File: config.mk
export PLATFORM = sky130hd
export DESIGN_NAME = pipeline_mult_add
export DESIGN_NICKNAME = d
export VERILOG_FILES = /design/src/rtl/pipeline_mult_add.sv
export SDC_FILE = /design/constraint.sdc
export NUM_CORES = 1
export LEC_CHECK = 0
export CORE_ASPECT_RATIO = 1.1
export CORE_MARGIN = 2
export CORE_UTILIZATION = 54
export CTS_CLUSTER_SIZE = 28
export DETAILED_ROUTE_END_ITERATION = 12
export PLACE_DENSITY_LB_ADDON = 0.2
export SYNTH_ARGS = -nofsm -noshare
export SYNTH_HDL_FRONTEND = slang
export SYNTH_SLANG_ARGS = --single-unit
File: constraint.sdc
create_clock -name clk -period 4.75 [get_ports clk]
set_clock_uncertainty 0.1 [all_clocks]
set_input_delay 0.7125 -clock clk [delete_from_list [all_inputs] [get_ports clk]]
set_output_delay 0.7125 -clock clk [all_outputs]
set_load 0.05 [all_outputs]
File: src/rtl/pipeline_mult_add.sv
// Three-stage valid/ready pipeline computing (a*b*c)+d, with a completed-result counter.
// Define PIPELINE_MULT_ADD_SAT_EN to saturate out instead of wrapping it.
module pipeline_mult_add #(
  parameter int WIDTH = 8,
  parameter int OUT_W = 16,
  parameter int CNT_W = 16
) (
  input  logic             clk,
  input  logic             reset,
  input  logic [WIDTH-1:0] a,
  input  logic [WIDTH-1:0] b,
  input  logic [WIDTH-1:0] c,
  input  logic [WIDTH-1:0] d,
  input  logic             in_valid,
  output logic             in_ready,
  output logic [OUT_W-1:0] out,
  output logic             out_valid,
  input  logic             out_ready,
  output logic             busy,
  output logic [CNT_W-1:0] done_count
);

  localparam int P1_W = 2 * WIDTH;
  localparam int P2_W = 3 * WIDTH;
  localparam int R_W  = 3 * WIDTH + 1;

  logic             v1_reg, v2_reg, v3_reg;
  logic [P1_W-1:0]  p1_reg;
  logic [WIDTH-1:0] c1_reg, d1_reg, d2_reg;
  logic [P2_W-1:0]  p2_reg;
  logic [OUT_W-1:0] out_reg;
  logic [CNT_W-1:0] cnt_reg;

  logic             adv1, adv2, adv3;
  logic [P1_W-1:0]  p1_next;
  logic [P2_W-1:0]  p2_next;
  logic [R_W-1:0]   r_next;
  logic [OUT_W-1:0] out_next;

  // A stage may take new data when it is empty or its entry moves on this cycle.
  assign adv3     = !v3_reg || out_ready;
  assign adv2     = !v2_reg || adv3;
  assign adv1     = !v1_reg || adv2;
  assign in_ready = adv1;

  assign p1_next = {{WIDTH{1'b0}}, a} * {{WIDTH{1'b0}}, b};
  assign p2_next = {{WIDTH{1'b0}}, p1_reg} * {{P1_W{1'b0}}, c1_reg};
  assign r_next  = {1'b0, p2_reg} + {{(P2_W + 1){1'b0}}, d2_reg};

  generate
    if (OUT_W < R_W) begin : g_narrow
`ifdef PIPELINE_MULT_ADD_SAT_EN
      assign out_next = (|r_next[R_W-1:OUT_W]) ? {OUT_W{1'b1}} : r_next[OUT_W-1:0];
`else
      logic unused_hi;
      assign unused_hi = ^r_next[R_W-1:OUT_W];
      assign out_next  = r_next[OUT_W-1:0];
`endif
    end else begin : g_full
      assign out_next = r_next;
    end
  endgenerate

  always_ff @(posedge clk) begin
    if (reset) begin
      v1_reg  <= 1'b0;
      v2_reg  <= 1'b0;
      v3_reg  <= 1'b0;
      out_reg <= '0;
      cnt_reg <= '0;
    end else begin
      if (adv1) v1_reg <= in_valid;
      if (adv2) v2_reg <= v1_reg;
      if (adv3) v3_reg <= v2_reg;
      if (adv3 && v2_reg) out_reg <= out_next;
      if (v3_reg && out_ready) cnt_reg <= cnt_reg + CNT_W'(1);
    end
  end

  // Intermediate data carries no reset; the valid bits qualify it.
  always_ff @(posedge clk) begin
    if (in_valid && adv1) begin
      p1_reg <= p1_next;
      c1_reg <= c;
      d1_reg <= d;
    end
    if (v1_reg && adv2) begin
      p2_reg <= p2_next;
      d2_reg <= d1_reg;
    end
  end

  assign out        = out_reg;
  assign out_valid  = v3_reg;
  assign busy       = v1_reg || v2_reg || v3_reg;
  assign done_count = cnt_reg;

endmodule

==> results.cfg, run 1 <==
[status]
status = completed

[synth]
synth_top_area_cell = fa_1
synth_edf_count = 56
synth_async_sr_flop_share_pct = 0
synthTopCellsByCount = 134 x inv_1, 130 x and2_1, 97 x fa_1, 69 x ha_1, 56 x edfxtp_1
dominantRegCellSynth = edfxtp_1
syn_area_sq_um = 8451
synth.net_count = 1056
synth_cell_types = 51
post-synth-top-count-cell = inv_1
yosysTopAreaCellShare_pct = 22.98
synth_cells = 854
synth_warnings = 0
avgSynthCellArea_sq_um = 9.895
synth.area.top_cells = fa_1 23%, edfxtp_1 20%, ha_1 10%
ys_ff_latch = 91
ys_seq_area_share_pct = 28.19

[critical_path]
crit_slowest_cell = fa_1
path_max_fanout = 7
crit_start = c1_reg[3]$_DFFE_PP_
start_kind = flop
crit_required_ns = 4.74
crit_chain = buf_4 -> buf_4 -> and2_1 -> fa_1 -> inv_1 -> fa_1 -> inv_1 -> fa_1 -> fa_1 -> ha_1 -> inv_1 -> nor2_1 -> nor2_1 -> nor2_1 -> a311o_1 -> xnor2_1
worstPathArrival_ns = 4.58
cpLargestDelayFamily = adder cells
r2r-start = c1_reg[3]$_DFFE_PP_
critical-path-max-stage-delay_ns = 0.54
regToRegSetupSlack_ns = 0.16
end_kind = flop
cpMostUsedCell = fa_1
path_class = flop to flop
critPathBufInv = 5

[routing]
first_pass_iters = 4
highest_layer = met4
drc = 0
routed_wl_mm = 16.29
wl_met2_mm = 8.952
drt_iter0_markers = 247
drtAntennaViolNets = 0
viasPerCell = 5.130
wl_per_cell_um = 13.86
vias = 6028
wl_met3_um = 421
met1_length_mm = 6.763

[layout]
antennaDiodeCount = 0
layout.cells.non_filler = 1175
register_area_sq_um = 2382
multi_input_area_sq_um = 5567
fin_nets = 1176
syn_to_final_growth_pct = 19.84
nFillCells = 1211
drive_gt1_share_pct = 9.193

[clock_tree]
hold_buffers = 0
clock_latency_ns = 0.35
htree_num_levels = 3
clockBufferDepth = 2
clock-sinks = 91
cts_tree = yes
clk_pin_slew_ns = 0.07
clockRootBuffer = clkbuf_16
cts_made_buffers = 9

[global_routing]
grt_max_degree = 33
overflow = 0
grt_first_pass_wirelength_mm = 28.79
first_global_vias = 6366
track_usage_pct = 21.85
antenna_found_initial = 0

[hold_path]
hp-class = flop to flop
hp-start = d1_reg[1]$_DFFE_PP_

[sta]
slew_violations = 0
max_freq_mhz = 217.9
worst_pin_slew_ns = 1.144
timing.final.crit_period_ns = 4.588
hold_violations = 0
finalSetupViolations = 0
fin_crit_sh_pct = 96.60
slew_headroom_pct = 23.72

[placement]
port_buffers = 70
dp_cells = 1155
hpwl_mm = 13.10
routabilityCongestion = 0.8484

[flow_run]
drv_cap = 0

[floorplanning]
die_y_um = 135.2
die_area_sq_um = 16670
ioPinCount = 71
die_w_um = 123.3
row_count = 47
coreArea_sq_um = 15170
initial_core_util_pct = 55.70
==> path summary, 6_finish.rpt <==
kind	endpoint	cells after the start
worst max-delay path	p2_reg[15]$_DFFE_PP_	16
worst min-delay path	d2_reg[1]$_DFFE_PP_	0
worst max register to register	p2_reg[15]$_DFFE_PP_	16
worst min register to register	d2_reg[1]$_DFFE_PP_	0
==> logic make-up (layout without fill, tap and decap cells) <==
logic type | Yosys count | in the layout | share of synthesized area [%]
compound gates | 96 | 96 | 6.929
xor+xnor | 49 | 49 | 5.078
fa+ha+maj | 166 | 166 | 33.20
buf+inv | 150 | 275 | 6.722
flops | 91 | 91 | 28.19
mux | 2 | 2 | 0.2369
simple gates | 300 | 300 | 19.65
==> repair_timing <==
item	4_1_cts	5_1_grt
gates resized for setup	0	15
endpoints found under the setup margin	0	9
buffers inserted	0	4
==> final cells by class <==
class                           count  area share (%)
Inverter                          134           4.967
Clock inverter                      5          0.3706
Tap cell                          196           2.422
Clock buffer                       11           2.718
Multi-Input combinational cell    613           54.97
Timing Repair Buffer              125           11.03
Sequential cell                    91           23.52
==> routing by layer <==
layer / global-route usage [%] / vias up
met5: 0 / -
met4: 6.692 / 0
met3: 3.367 / 10
met2: 40.54 / 82
met1: 25.67 / 2925
li1: - / 3011
==> cells in the final DEF, fill, tap and decap left out, types with 11 or more instances in the layout <==
master	count
a21oi_1	33
and2_1	130
buf_4	54
clkbuf_16	11
clkdlybuf4s50_1	70
dfxtp_1	35
edfxtp_1	56
fa_1	97
ha_1	69
inv_1	134
nand2_1	51
nand3_1	22
nor2_1	34
nor3_1	11
o21ai_0	20
xnor2_1	38
xor2_1	11
==> stage by stage <==
step | area, sq um | utilization [%] | hold slack (ns) | worst slack, ns | TNS (ns)
2_1_floorplan | 8451 | - | 0.3003 | 0.1638 | 0
3_3_place_gp | 9733 | 64.15 | 0.3064 | -0.3023 | -1.399
3_5_place_dp | 9733 | 64.15 | 0.3084 | -0.3549 | -1.891
4_1_cts | 10050 | 66.21 | 0.3241 | 0.008582 | 0
5_1_grt | 10130 | 66.75 | 0.3314 | -0.01101 | -0.01495
6_report | 10130 | 66.75 | 0.3199 | 0.1617 | 0
Power of run 1 is left out: the tool's default activity adds up to more than one toggle a clock period on the data nets, which glitch-free logic cannot reach.
==> run 2, diff against run 1 <==
--- a/config.mk
+++ b/config.mk
@@ -11,6 +11,7 @@
 export CTS_CLUSTER_SIZE = 28
 export DETAILED_ROUTE_END_ITERATION = 12
 export PLACE_DENSITY_LB_ADDON = 0.2
+export SKIP_LAST_GASP = 1
 export SYNTH_ARGS = -nofsm -noshare
 export SYNTH_HDL_FRONTEND = slang
 export SYNTH_SLANG_ARGS = --single-unit
==> results.cfg, run 2 (same netlist as run 1, synthesis figures left out) <==
[clock_tree]
clk_pin_slew_ns = 0.07
htree_num_levels = 3
clockBufferDepth = 2
cts_made_buffers = 9
clock-sinks = 91
clockRootBuffer = clkbuf_16
cts_tree = yes
clock_latency_ns = 0.35

[routing]
viasPerCell = 5.161
drtAntennaViolNets = 0
wl_per_cell_um = 13.85
routed_wl_mm = 16.28
drt_iter0_markers = 255
first_pass_iters = 4
drc = 0
vias = 6064

[floorplanning]
row_count = 47
ioPinCount = 71
die_y_um = 135.2
die_area_sq_um = 16670
coreArea_sq_um = 15170
die_w_um = 123.3
initial_core_util_pct = 55.70

[sta]
worst_pin_slew_ns = 1.143
slew_headroom_pct = 23.78
finalSetupViolations = 0
fin_crit_sh_pct = 96.66
rsz0062_at_grt = yes
tns_ns = 0
max_freq_mhz = 217.8
slew_violations = 0
hold_violations = 0
timing.final.crit_period_ns = 4.591
worst_hold_slack_ns = 0.3214

[hold_path]
hp-class = flop to flop

[critical_path]
cpMostUsedCell = fa_1
crit_slowest_cell = fa_1
crit_chain = nand2_2 -> fa_1 -> fa_1 -> inv_1 -> fa_1 -> inv_1 -> fa_1 -> inv_1 -> ha_1 -> o21ai_2 -> a21oi_1 -> o41a_1 -> a311o_1 -> xnor2_1
critical-path-max-stage-delay_ns = 0.55
crit_required_ns = 4.74
critPathBufInv = 3
path_max_fanout = 8
worstPathArrival_ns = 4.58
start_kind = flop
end_kind = flop
cpLargestDelayFamily = adder cells
regToRegSetupSlack_ns = 0.16
path_class = flop to flop

[global_routing]
track_usage_pct = 21.85
grt_first_pass_wirelength_mm = 28.79
overflow = 0
first_global_vias = 6366
met3_usage_pct = 3.367
busiest_layer = met2
grt_max_degree = 33
gr-usage-met2_pct = 40.54
met1_usage_pct = 25.67
antenna_found_initial = 0

[layout]
drive_gt1_share_pct = 9.091
register_area_sq_um = 2382
antennaDiodeCount = 0
syn_to_final_growth_pct = 19.77
postLayoutCellArea_sq_um = 10120
layout.cells.non_filler = 1175
multi_input_area_sq_um = 5560
nFillCells = 1212
final_common_cell = inv_1
most-common-layout-cells = 134 x inv_1, 130 x and2_1, 97 x fa_1, 70 x clkdlybuf4s50_1, 69 x ha_1
fin_nets = 1176

[placement]
dp_cells = 1155
placed_area_sq_um = 9733
routabilityCongestion = 0.8484
hpwl_mm = 13.10
port_buffers = 70

[flow_run]
drv_cap = 0

[status]
status = completed
[run 2: repair_timing]
item / in CTS / in global routing
resized for setup: 0 / 14
hold endpoints to repair: 0 / 0
hold buffers: 0 / 0
setup buffers: 0 / 4
endpoints found under the setup margin: 0 / 9
[run 2: layout make-up]
type | instances | share of cell area [%]
sequential | 91 | 23.54
clock inverter | 5 | 0.3709
clock buffer | 11 | 2.720
timing repair buffer | 125 | 11.04
inverter | 134 | 4.970
tap | 196 | 2.423
multi-input combinational | 613 | 54.94
[run 2: metrics by stage]
step | setup slack [ns] | util [%]
after global routing | -0.05958 | 66.71
after CTS | 0.008582 | 66.21
final | 0.1589 | 66.71
after floorplan | 0.1638 | -
after detailed placement | -0.3549 | 64.15
after global placement | -0.3023 | 64.15
[run 2: worst paths after layout]
check / start / end / cells past startpoint
worst max-delay path: p1_reg[3]$_DFFE_PP_ / p2_reg[15]$_DFFE_PP_ / 14
worst min-delay path: d1_reg[1]$_DFFE_PP_ / d2_reg[1]$_DFFE_PP_ / 0
worst max register to register: p1_reg[3]$_DFFE_PP_ / p2_reg[15]$_DFFE_PP_ / 14
worst min register to register: d1_reg[1]$_DFFE_PP_ / d2_reg[1]$_DFFE_PP_ / 0
[run 2: routing by layer]
metal  part of all wire (%)  routed length (um)  vias to the layer above
met3                    2.5                 403                       13
met4                    1.3                 206                        0
met2                     54                8864                       83
met5                      0                   0                        -
li1                       -                   -                     3011
met1                     42                6802                     2957
[run 2: worst reg2reg max path, stage by stage, from the launching register on]
cell and delay, ns:
edfxtp_1 0.52, nand2_2 0.10, fa_1 0.52, fa_1 0.55, inv_1 0.05, fa_1 0.53
inv_1 0.05, fa_1 0.53, inv_1 0.04, ha_1 0.31, o21ai_2 0.14, a21oi_1 0.08
o41a_1 0.36, a311o_1 0.34, xnor2_1 0.13
Power of run 2 is left out for the same reason.
